===== config.mk =====
export PLATFORM = sky130hd
export DESIGN_NAME = multicycle_control
export DESIGN_NICKNAME = d
export VERILOG_FILES = /design/src/rtl/mc_pkg.sv /design/src/rtl/mc_wait_timer.sv /design/src/rtl/multicycle_control.sv
export SDC_FILE = /design/constraint.sdc
export NUM_CORES = 1
export LEC_CHECK = 0
export BUFFER_PORTS_ARGS = -buffer_cell sky130_fd_sc_hd__buf_4
export CAP_MARGIN = 25
export CORE_ASPECT_RATIO = 0.7
export CORE_UTILIZATION = 49
export DETAILED_ROUTE_END_ITERATION = 10
export PLACE_DENSITY = 0.76
export SYNTH_ARGS = -nofsm -noshare
export SYNTH_HDL_FRONTEND = slang
export SYNTH_SLANG_ARGS = --single-unit

===== constraint.sdc =====
create_clock -name clk -period 1.9 [get_ports clk]
set_input_delay 0.19 -clock clk [delete_from_list [all_inputs] [get_ports clk]]
set_output_delay 0.19 -clock clk [all_outputs]
set_load 0.02 [all_outputs]

===== src/rtl/mc_pkg.sv =====
// Shared encodings for the multicycle MIPS control FSM: states, opcodes and
// datapath mux/ALU select values.
package mc_pkg;

  typedef enum logic [3:0] {
    S_IDLE,
    S_FETCH,
    S_DECODE,
    S_MEMADR,
    S_MEMRD,
    S_MEMWB,
    S_MEMWR,
    S_EXEC,
    S_ALUWB,
    S_ADDIEX,
    S_ADDIWB,
    S_BRANCH,
    S_JUMP,
    S_HALT,
    S_FAULT
  } state_t;

  localparam logic [5:0] OP_RTYPE = 6'h00;
  localparam logic [5:0] OP_J     = 6'h02;
  localparam logic [5:0] OP_BEQ   = 6'h04;
  localparam logic [5:0] OP_BNE   = 6'h05;
  localparam logic [5:0] OP_ADDI  = 6'h08;
  localparam logic [5:0] OP_LW    = 6'h23;
  localparam logic [5:0] OP_SW    = 6'h2B;
  localparam logic [5:0] OP_HLT   = 6'h3F;

  localparam logic [1:0] ALU_ADD   = 2'b00;
  localparam logic [1:0] ALU_SUB   = 2'b01;
  localparam logic [1:0] ALU_FUNCT = 2'b10;

  localparam logic [1:0] SRCB_B      = 2'b00;
  localparam logic [1:0] SRCB_FOUR   = 2'b01;
  localparam logic [1:0] SRCB_IMM    = 2'b10;
  localparam logic [1:0] SRCB_IMM_SH = 2'b11;

  localparam logic [1:0] PC_ALU    = 2'b00;
  localparam logic [1:0] PC_ALUOUT = 2'b01;
  localparam logic [1:0] PC_JUMP   = 2'b10;

  // States that count towards cycle_count (the core is actually working).
  function automatic logic is_active(input state_t s);
    return !(s inside {S_IDLE, S_HALT, S_FAULT});
  endfunction

endpackage


===== src/rtl/mc_wait_timer.sv =====
// Counts consecutive memory-wait cycles; expired is high once MAX_WAIT
// waits have accumulated without the access completing.
module mc_wait_timer #(
  parameter int MAX_WAIT = 15
) (
  input  logic clk,
  input  logic rst,
  input  logic clear,
  input  logic tick,
  output logic expired
);

  localparam logic [7:0] LIMIT = 8'(MAX_WAIT);

  logic [7:0] count;

  // NOTE: sequential state uses non-blocking assignments so every register
  // samples pre-edge values, independent of statement order.
  always_ff @(posedge clk) begin
    if (rst || clear) begin
      count <= '0;
    end else if (tick && count != LIMIT) begin
      count <= count + 8'd1;
    end
  end

  assign expired = (count == LIMIT);

endmodule


===== src/rtl/multicycle_control.sv =====
// Multicycle MIPS control FSM with memory handshake timeout, sticky halt/fault
// and activity counters. Define MULTICYCLE_CONTROL_BNE_EN to add bne support.
module multicycle_control
  import mc_pkg::*;
#(
  parameter int CNT_W    = 32,
  parameter int MAX_WAIT = 15
) (
  input  logic             clk,
  input  logic             rst,
  input  logic [5:0]       opcode,
  input  logic             mem_ready,
  output logic             pcwrite,
  output logic             pcwritecond,
  output logic             iord,
  output logic             memread,
  output logic             memwrite,
  output logic             irwrite,
  output logic             memtoreg,
  output logic             regdst,
  output logic             regwrite,
  output logic             alusrca,
  output logic [1:0]       alusrcb,
  output logic [1:0]       aluop,
  output logic [1:0]       pcsource,
  output logic             branch_ne,
  output logic             halt,
  output logic             fault,
  output logic [CNT_W-1:0] cycle_count,
  output logic [CNT_W-1:0] instr_count
);

  state_t     state, next_state;
  logic [5:0] op_q;
  logic       in_wait;
  logic       wait_expired;

  always_ff @(posedge clk) begin
    if (rst) begin
      state <= S_IDLE;
    end else begin
      state <= next_state;
    end
  end

  // Opcode is captured in DECODE so later states need not hold IR stable.
  always_ff @(posedge clk) begin
    if (rst) begin
      op_q <= '0;
    end else if (state == S_DECODE) begin
      op_q <= opcode;
    end
  end

  assign in_wait = state inside {S_FETCH, S_MEMRD, S_MEMWR};

  mc_wait_timer #(
    .MAX_WAIT(MAX_WAIT)
  ) u_wait_timer (
    .clk    (clk),
    .rst    (rst),
    .clear  (!in_wait || mem_ready),
    .tick   (in_wait && !mem_ready),
    .expired(wait_expired)
  );

  always_comb begin
    // NOTE: every output and next_state gets a default first so no path
    // through the case statement can infer a latch.
    next_state  = state;
    pcwrite     = 1'b0;
    pcwritecond = 1'b0;
    iord        = 1'b0;
    memread     = 1'b0;
    memwrite    = 1'b0;
    irwrite     = 1'b0;
    memtoreg    = 1'b0;
    regdst      = 1'b0;
    regwrite    = 1'b0;
    alusrca     = 1'b0;
    alusrcb     = SRCB_B;
    aluop       = ALU_ADD;
    pcsource    = PC_ALU;
    branch_ne   = 1'b0;
    halt        = 1'b0;
    fault       = 1'b0;

    unique case (state)
      S_IDLE: next_state = S_FETCH;

      S_FETCH: begin
        memread  = 1'b1;
        alusrcb  = SRCB_FOUR;
        irwrite  = mem_ready;
        pcwrite  = mem_ready;
        if (mem_ready)         next_state = S_DECODE;
        else if (wait_expired) next_state = S_FAULT;
      end

      S_DECODE: begin
        alusrcb = SRCB_IMM_SH;
        case (opcode)
          OP_RTYPE:      next_state = S_EXEC;
          OP_ADDI:       next_state = S_ADDIEX;
          OP_LW, OP_SW:  next_state = S_MEMADR;
          OP_BEQ:        next_state = S_BRANCH;
`ifdef MULTICYCLE_CONTROL_BNE_EN
          OP_BNE:        next_state = S_BRANCH;
`endif
          OP_J:          next_state = S_JUMP;
          OP_HLT:        next_state = S_HALT;
          default:       next_state = S_FAULT;
        endcase
      end

      S_MEMADR: begin
        alusrca    = 1'b1;
        alusrcb    = SRCB_IMM;
        next_state = (op_q == OP_SW) ? S_MEMWR : S_MEMRD;
      end

      S_MEMRD: begin
        memread = 1'b1;
        iord    = 1'b1;
        if (mem_ready)         next_state = S_MEMWB;
        else if (wait_expired) next_state = S_FAULT;
      end

      S_MEMWB: begin
        regwrite   = 1'b1;
        memtoreg   = 1'b1;
        next_state = S_FETCH;
      end

      S_MEMWR: begin
        memwrite = 1'b1;
        iord     = 1'b1;
        if (mem_ready)         next_state = S_FETCH;
        else if (wait_expired) next_state = S_FAULT;
      end

      S_EXEC: begin
        alusrca    = 1'b1;
        aluop      = ALU_FUNCT;
        next_state = S_ALUWB;
      end

      S_ALUWB: begin
        regwrite   = 1'b1;
        regdst     = 1'b1;
        next_state = S_FETCH;
      end

      S_ADDIEX: begin
        alusrca    = 1'b1;
        alusrcb    = SRCB_IMM;
        next_state = S_ADDIWB;
      end

      S_ADDIWB: begin
        regwrite   = 1'b1;
        next_state = S_FETCH;
      end

      S_BRANCH: begin
        alusrca     = 1'b1;
        aluop       = ALU_SUB;
        pcwritecond = 1'b1;
        pcsource    = PC_ALUOUT;
`ifdef MULTICYCLE_CONTROL_BNE_EN
        branch_ne   = (op_q == OP_BNE);
`else
        branch_ne   = 1'b0;
`endif
        next_state  = S_FETCH;
      end

      S_JUMP: begin
        pcwrite    = 1'b1;
        pcsource   = PC_JUMP;
        next_state = S_FETCH;
      end

      S_HALT:  halt = 1'b1;
      S_FAULT: fault = 1'b1;

      default: next_state = S_FAULT;
    endcase
  end

  always_ff @(posedge clk) begin
    if (rst) begin
      cycle_count <= '0;
      instr_count <= '0;
    end else begin
      if (is_active(state)) cycle_count <= cycle_count + CNT_W'(1);
      if (irwrite)          instr_count <= instr_count + CNT_W'(1);
    end
  end

endmodule


Word-level counts from Yosys, hierarchy flattened:

Index checks and enable logic that the tools add are counted.

* $add $sub $neg: 3
* $mul: 0
* divide/modulo/power cells: 0
* order comparisons: 0
* equal/unequal tests: 23
* shift operators: 0
* muxes and demuxes: 22
* bitwise gates (word level): 0
* reductions and logical operators: 18

Operators with widths (number)
* adder 32 x 1 -> 32 bit (second input constant): 2
* case mux 4 bit (9 select lines): 1
* equality test 4 bit (second input constant): 7
* equality test 6 bit (second input constant): 4
* case mux 4 bit (6 select lines): 1
* equality test 4 x 3 -> 1 bit (second input constant): 4
* 2-to-1 mux 4 bit: 4
* 2-to-1 mux 1 bit: 11
* OR reduction 2 bit: 5
* adder 8 x 1 -> 8 bit (second input constant): 1
* equality test 4 x 2 -> 1 bit (second input constant): 2
* equality test 8 x 4 -> 1 bit (second input constant): 1
* inequality test 8 x 4 -> 1 bit (second input constant): 1
* case mux 2 bit (2 select lines): 2
* equality test 6 x 2 -> 1 bit (second input constant): 1
* equality test 6 x 3 -> 1 bit (second input constant): 1
* equality test 6 x 4 -> 1 bit (second input constant): 1
* zero test 6 bit: 1
* case mux 2 bit (3 select lines): 1
* nonzero test 3 bit: 2
* OR reduction 6 bit: 1
* equality test 4 x 1 -> 1 bit (second input constant): 1
* zero test 4 bit: 1
* OR reduction 4 bit: 1
* 6 further kinds: 9

* bits in registers: 82
* bits in latches: 0
* RAM bits: 0
* memory bits (read-only): 0
* input port bits: 9
* output and inout bits: 83
* logic and storage cells: 71
* memories: 0

Depth between registers and ports, before layout:

Gate-level depths: netlist (run 1).

* depth in word-level cells: 5
* gate-level depth with buffers: 7
* gate-level depth less buffers: 5

Modules after synthesis:

From an unflattened synthesis (run 1), not the netlist that was laid out.

* cell total of the unflattened synthesis: 507
* area total of the unflattened synthesis: 4274.1 µm²

Modules (own cells, without submodules)
* multicycle_control: times used 1, cells each 459, area each 3860.0 µm², sequential area each 1481.4 µm²
* mc_wait_timer: times used 1, cells each 48, area each 414.1 µm², sequential area each 160.2 µm²

Worst setup path after synthesis (run 1):

Ideal clock, no wire load.

* kind: reg-to-reg
* start point: register instr_count[5]
* end point: register instr_count[31]
* data arrival time: 2.081 ns
* data required time: 1.777 ns
* slack: -0.304 ns
* stages on the path, launching flop included: 7
* path buffers: 2
* clock period less this slack: 2.204 ns
* cells stage by stage: dfxtp_1 -> nand4_1 -> or4b_1 -> clkbuf_1 -> buf_2 -> nor4_1 -> mux2_1

* word-level cells in the longest chain between the ends: 1

Ends and longest elaborated chain
* from (decl): RTL line multicycle_control.sv:30 `output logic [CNT_W-1:0] instr_count`
* from (signal assigned): RTL line multicycle_control.sv:197 `if (irwrite) instr_count <= instr_count + CNT_W'(1);`
* adder 32 x 1 -> 32 bit: RTL line multicycle_control.sv:197

No other way between the ends.
A chain may end at the register's enable or synchronous reset.

Worst setup path after layout (run 1):

* start point: register instr_count[5]
* end point: register instr_count[27]

Same word-level chain as after synthesis.

==> impl_metrics.csv, run 1 <==
group,metric,value,unit
run_status,status,"finished, violations left",
global_route,track_usage,0.261,
sta,setup_viol,9,
setup_path,start_kind,"flop",
sta,fmax,514,MHz
setup_path,slowest_delay,0.57,ns
cts,clkTransAtPathRegs,0.06,ns
route,ant_nets,0,
placed_design,gp_congestion,0.897,
power_and_ir_drop,max-vdd-ir-drop,636,uV
setup_path,worstPathMaxFanout,15,
yosys,ys_ff_latch,82,
route,vias,4703,
cells_and_area,fin_nets,674,
route,drc,0,
hold_path,hold_path.class,"input port to flop",
die,dieArea,9170,um^2
power_and_ir_drop,power,0.00520,W
yosys,yosys_warnings,0,
setup_path,critical_path_required,2.17,ns
cts,clk_path_buf_depth,2,
cells_and_area,layout_commonest_cell,"buf_4",
global_route,grt_max_degree,43,
route,totalWireLength,12200,um
route,vias_per_cell,5.98,
yosys,netlist_area,4300,um^2
cts,insertion_delay,0.34,ns
sta,finalMaxSlewViolations,0,
sta,finalCriticalPeriod,1.95,ns
setup_path,critical_path_class,"flop to flop",
global_route,antenna_found_initial,0,
cts,cts_tree,"done",
cells_and_area,final_cell_mix,"buf_4 (153), dfxtp_1 (48), a21oi_1 (46), nor2_1 (33), o31ai_1 (32)",
sta,hold_violations,0,
setup_path,crit_chain,"nand4_1 -> or4b_4 -> buf_8 -> or4_4 -> a21oi_2",
global_route,overflow,0,
setup_path,cp_slowest_cell,"or4b_4",
die,io_pins,92,
route,drtPass1Iterations,5,
sta,skew,0.00575,ns
power_and_ir_drop,leakagePower,2.34,nW
power_and_ir_drop,powerDensity,841,nW/um^2
cells_and_area,diodes,0,
yosys,syn_area_per_cell,8.20,um^2
cells_and_area,fin_util,0.730,
route,wl_per_cell,15.5,um
placed_design,hpwlAfterDp,8320,um
yosys,synth_cells,525,
sta,timing.final.crit_share,1.02,
run_status,violations,"negative setup slack",
sta,rsz0062_at_grt,"true",
yosys,synth_edf_count,0,
die,start_util,0.508,
sta,fin_ws,-0.0462,ns
placed_design,placedInstanceArea,5580,um^2
cts,clock-root-buffer,"clkbuf_16",
die,dieWidth,114,um
placed_design,port_buffers,90,
cells_and_area,drive_gt1_frac,0.388,
yosys,async_flop_share,0,
yosys,synth_flop_cell,"dfxtp_1",
yosys,seq_area_frac_synth,0.382,
cts,cts_hold_buf,0,
die,core,8480,um^2
route,drt_iter0_markers,298,
job,cap_violations,0,
cells_and_area,final_area,6190,um^2
setup_path,critPathArrivalTime,2.22,ns
yosys,yosysUniqueCellTypes,53,
cts,clock_sinks,82,
yosys,synth_nets,537,
cells_and_area,area_delta_synth_final,43.8,%
global_route,grt_first_pass_wirelength,19100,um
cts,htreeDepth,3,
setup_path,cp-end-kind,"flop",
global_route,grt_pass1_vias,4118,
die,die_h,80.4,um
cts,cts_buffers,9,
die,fp-row-count,28,
==> path summary, 6_finish.rpt <==
kind | startpoint | endpoint | slack (ns) | cells after the start
hold / removal | opcode[4] | op_q[4]$_SDFFE_PP0P_ | 0.13 | 3
setup reg to reg | instr_count[5]$_SDFFE_PP0P_ | instr_count[27]$_SDFFE_PP0P_ | -0.05 | 5
setup / recovery | instr_count[5]$_SDFFE_PP0P_ | instr_count[27]$_SDFFE_PP0P_ | -0.05 | 5
hold reg to reg | u_wait_timer.count[1]$_SDFFE_PP0P_ | u_wait_timer.count[1]$_SDFFE_PP0P_ | 0.48 | 2
==> layer usage <==
layer,share of wire,up-vias,track usage
li1,-,2286,-
met1,0.47,2265,0.344
met2,0.47,137,0.425
met3,0.050,15,0.0543
met4,0.014,0,0.0883
met5,0,-,0
==> synth_stat cells (all sizes together) (17+ instances only) <==
library cell | n | share of area
nand4 | 20 | 0.031
or4 | 43 | 0.075
a21oi | 57 | 0.066
nand3 | 22 | 0.026
or3 | 17 | 0.025
nand2 | 29 | 0.025
inv | 18 | 0.016
clkbuf | 21 | 0.018
dfxtp | 82 | 0.38
o31ai | 35 | 0.061
o21ai | 24 | 0.028
nor2 | 34 | 0.030
==> power breakdown <==
part	switching, W	internal, W	leakage [nW]
clock network	0.000661	0.00102	0.134
logic	0.000885	0.000729	1.52
registers	0.000118	0.00179	0.685
total	0.00166	0.00354	2.34
==> metrics by stage <==
step                      setup TNS [ns]  std cells  hold slack [ns]  worst slack (ns)
after global placement                 0        760            0.460            0.0130
after global routing               -1.05        787            0.139           -0.0988
after detailed placement          -0.289        760            0.468           -0.0880
after CTS                        -0.0347        779            0.117           -0.0135
after floorplan                  -0.0843        525            0.337           -0.0843
final                             -0.209        787            0.126           -0.0462
==> critical path, delay by kind of cell, from the launching register on <==
family / cells / cell delay, ns
simple gates: 3 / 1.25
compound gates: 1 / 0.13
flops: 1 / 0.34
buf+inv: 1 / 0.16
==> area by class of cell <==
type / count / area, um^2
Clock buffer: 13 / 240
Inverter: 18 / 67.6
Timing Repair Buffer: 163 / 1340
Sequential cell: 82 / 1740
Tap cell: 120 / 150
Multi-Input combinational cell: 388 / 2620
Clock inverter: 3 / 42.5
Fill cell: 658 / 2290
==> registers in the layout, indices dropped and copies added, names as in the netlist <==
register	count
cycle_count	32
u_wait_timer.count	8
instr_count	32
state	4
op_q	6
==> what timing repair did <==
item / CTS / global route
setup buffers: 2 / 7
pin swaps: 6 / 23
gates resized for setup: 15 / 37
gates cloned: 1 / 1
endpoints found under the setup margin: 19 / 30
==> logic make-up after synthesis <==
| kind of cell | count (synthesis) | share of synthesized area |
|---|---|---|
| and+or+nand+nor | 220 | 0.300 |
| xor gates and xnor gates | 15 | 0.0305 |
| buffers and inverters | 55 | 0.0541 |
| adders and majority gates | 3 | 0.00872 |
| other | 1 | 0.000872 |
| muxes | 10 | 0.0241 |
| DFF | 82 | 0.382 |
| AOI/OAI and AO/OA | 139 | 0.200 |
Power figures use the tool's default switching activity.
==> run 2: changes to the inputs <==
- SYNTH_HIERARCHICAL: default -> 1
==> run 2 against run 1 <==
  * The run still ends with negative setup slack left
  * Die area decreased by 0.65%
  * Fmax increased by 0.30%
  * First-iteration DRC count increased by 4.4%
  * Routed wire length down 1.1%
  * Sequential cell count unchanged
  * Sequential power fell by 4%
  * Worst hold slack better by 0.016 ns
  * Core utilization shrank 0.41 points
  * Final area is 0.97% lower
  * Non-clock buffer count up 3
  * Clock skew is 0.0031 ns higher
  * Highest routed layer unchanged
==> impl_metrics.csv, run 2 <==
group,metric,value,unit
run_status,status,"finished, violations left",
run_status,violations,"negative setup slack",
sta,fmax,515,MHz
cts,htreeDepth,3,
setup_path,endpoint,"cycle_count[27]$_SDFFE_PP0N_",
cells_and_area,reg_top3,"cycle_count x32, instr_count x32, u_wait_timer/count x8",
die,core,8440,um^2
yosys,synth_edf_count,0,
job,cap_violations,0,
cts,cts_buffers,9,
sta,timing.final.crit_share,1.02,
yosys,yosys.area_share.simple,0.325,
yosys,netlist_area,4270,um^2
setup_path,rr_startpoint,"cycle_count[16]$_SDFFE_PP0N_",
yosys,synth_flop_cell,"dfxtp_1",
sta,finalMaxSlewViolations,0,
global_route,grt_pass1_vias,3803,
route,vias_per_cell,5.60,
yosys,seq_area_frac_synth,0.384,
power_and_ir_drop,leakagePower,2.42,nW
die,dieArea,9110,um^2
global_route,overflow,0,
route,drc,0,
sta,tns,-0.0775,ns
route,ant_nets,0,
global_route,grt_max_degree,52,
cells_and_area,fin_nets,669,
sta,relSlewSlack,0.634,
yosys,synth_top_family_by_area,"simple AND/OR/NAND/NOR gates",
die,io_pins,92,
sta,setup_viol,3,
cells_and_area,area_delta_synth_final,43.4,%
sta,hold_violations,0,
power_and_ir_drop,swShare,0.275,
setup_path,critical_path_class,"flop to flop",
route,drt_iter0_markers,311,
cells_and_area,final_area,6130,um^2
placed_design,placedInstanceArea,5490,um^2
die,fp-row-count,28,
sta,fin_ws,-0.0404,ns
sta,tightestPinTransition,0.549,ns
yosys,yosysMostFrequentCell,"dfxtp_1",
route,vias,4376,
cts,clock_sinks,82,
hold_path,hold_path.class,"input port to flop",
yosys,syn_area_per_cell,8.43,um^2
setup_path,start_kind,"flop",
power_and_ir_drop,internal_power,0.00362,W
yosys,ys_ff_latch,82,
sta,rsz0062_at_grt,"true",
global_route,grt_first_pass_wirelength,18000,um
sta,holdWs,0.142,ns
cts,insertion_delay,0.34,ns
power_and_ir_drop,max-vdd-ir-drop,493,uV
cells_and_area,drive_gt1_frac,0.376,
placed_design,gp_congestion,0.828,
power_and_ir_drop,seq_power_share,0.367,
die,dieWidth,114,um
global_route,track_usage,0.250,
setup_path,critical_path_required,2.16,ns
cts,clock-root-buffer,"clkbuf_16",
route,wl_per_cell,15.5,um
cts,cts_hold_buf,0,
cells_and_area,final_cell_mix,"buf_4 (155), dfxtp_1 (68), nor2_1 (67), xnor2_1 (30)",
yosys,synth_compound_area_frac,0.108,
die,die_h,80.1,um
sta,finalCriticalPeriod,1.94,ns
global_route,antenna_found_initial,0,
setup_path,worstPathMaxFanout,4,
cells_and_area,diodes,0,
yosys,synth_cells,507,
yosys,async_flop_share,0,
sta,skew,0.00880,ns
yosys,synth_top_area_cell,"dfxtp_1",
cells_and_area,layout_commonest_cell,"buf_4",
setup_path,rr_worst_depth,5,
yosys,yosysUniqueCellTypes,60,
route,totalWireLength,12100,um
placed_design,hpwlAfterDp,8280,um
route,drtPass1Iterations,5,
yosys,synth_top_area_share,0.384,
yosys,synth_common_cells,"dfxtp_1 (82), nor2_1 (69), xnor2_1 (30), a21oi_1 (27), nand3_1 (26)",
setup_path,cp-end-kind,"flop",
setup_path,critPathArrivalTime,2.20,ns
cts,cts_tree,"done",
power_and_ir_drop,power.switching,0.00137,W
cts,clkTransAtPathRegs,0.06,ns
yosys,synthXorXnorAreaFrac,0.0987,
yosys,synth.area.top_cells,"dfxtp_1 (38%), xnor2_1 (6.1%), nor2_1 (6.1%)",
yosys,synth_nets,519,
yosys,yosys_warnings,6,
cts,clk_path_buf_depth,2,
power_and_ir_drop,powerDensity,814,nW/um^2
power_and_ir_drop,power_frac_clock,0.410,
setup_path,timing.rr.end,"cycle_count[27]$_SDFFE_PP0N_",
setup_path,critPathLaunch,"cycle_count[16]$_SDFFE_PP0N_",
yosys,synthMuxAreaShare,0.0313,
die,start_util,0.506,
yosys,synth_fa_ha_area_frac,0.00878,
placed_design,port_buffers,90,
setup_path,reg2reg_slack,-0.04,ns
power_and_ir_drop,comb_power_share,0.223,
## run 2: worst min-delay path by stage
| stage | startpoint | end | slack, ns | cells after the start |
|---|---|---|---|---|
| 2_1_floorplan | opcode[1] | op_q[1]$_SDFFE_PP0P_ | 0.34 | 2 |
| 3_3_place_gp | op_q[3]$_SDFFE_PP0P_ | op_q[3]$_SDFFE_PP0P_ | 0.47 | 2 |
| 6_report | opcode[4] | op_q[4]$_SDFFE_PP0P_ | 0.14 | 3 |
| 4_1_cts | opcode[4] | op_q[4]$_SDFFE_PP0P_ | 0.14 | 3 |
| 5_1_grt | opcode[2] | op_q[2]$_SDFFE_PP0P_ | 0.16 | 3 |
| 3_5_place_dp | op_q[1]$_SDFFE_PP0P_ | op_q[1]$_SDFFE_PP0P_ | 0.49 | 2 |
## run 2: final cells by class
class,instances,area [um^2]
clock inverters,6,113
fillers,621,2320
clock buffers,10,239
inverters,11,41.3
multi-input cells,387,2640
repair buffers,166,1280
flip-flops and latches,82,1660
well taps,120,150
## run 2: power by group through the flow
stage	clock network (W)	logic, W	registers [W]
finish	0.00205	0.00111	0.00183
global route	0.00214	0.00119	0.00183
global placement	0	0.000989	0.00186
CTS	0.00207	0.00105	0.00183
detailed placement	0	0.00101	0.00186
floorplan	0	0.000599	0.00188
## run 2: through the flow
stage / instances / util / setup WS [ns] / total power [W]
CTS: 773 / 0.697 / -0.0175 / 0.00495
global route: 782 / 0.726 / -0.0912 / 0.00516
global placement: 756 / 0.650 / 0.0547 / 0.00285
finish: 782 / 0.726 / -0.0404 / 0.00499
detailed placement: 756 / 0.650 / 0.00164 / 0.00287
floorplan: 507 / - / 0.000370 / 0.00248
## run 2: kinds of logic after synthesis
logic type / after synthesis
buf+inv: 39
compound gates: 72
simple gates: 251
other cells: 1
fa+ha+maj: 3
xor+xnor: 46
mux: 13
flops: 82
## run 2: layer usage
layer  GRT usage  wire [um]
met2       0.382       5580
met5           0          0
met3      0.0611        669
met1       0.340       5640
met4      0.0921        208
## run 2: critical path: stages (launching register included)
cell     delay (ns)
dfxtp_1        0.38
and2_1         0.25
nand4_1        0.21
or4_4          0.55
or3_1          0.36
a21oi_1        0.12
## run 2: repair_timing
item | 4_1_cts | 5_1_grt
pin swaps | 3 | 16
resized for setup | 9 | 42
buffers inserted | 2 | 9
gates cloned | 0 | 2
setup endpoints to repair | 6 | 37
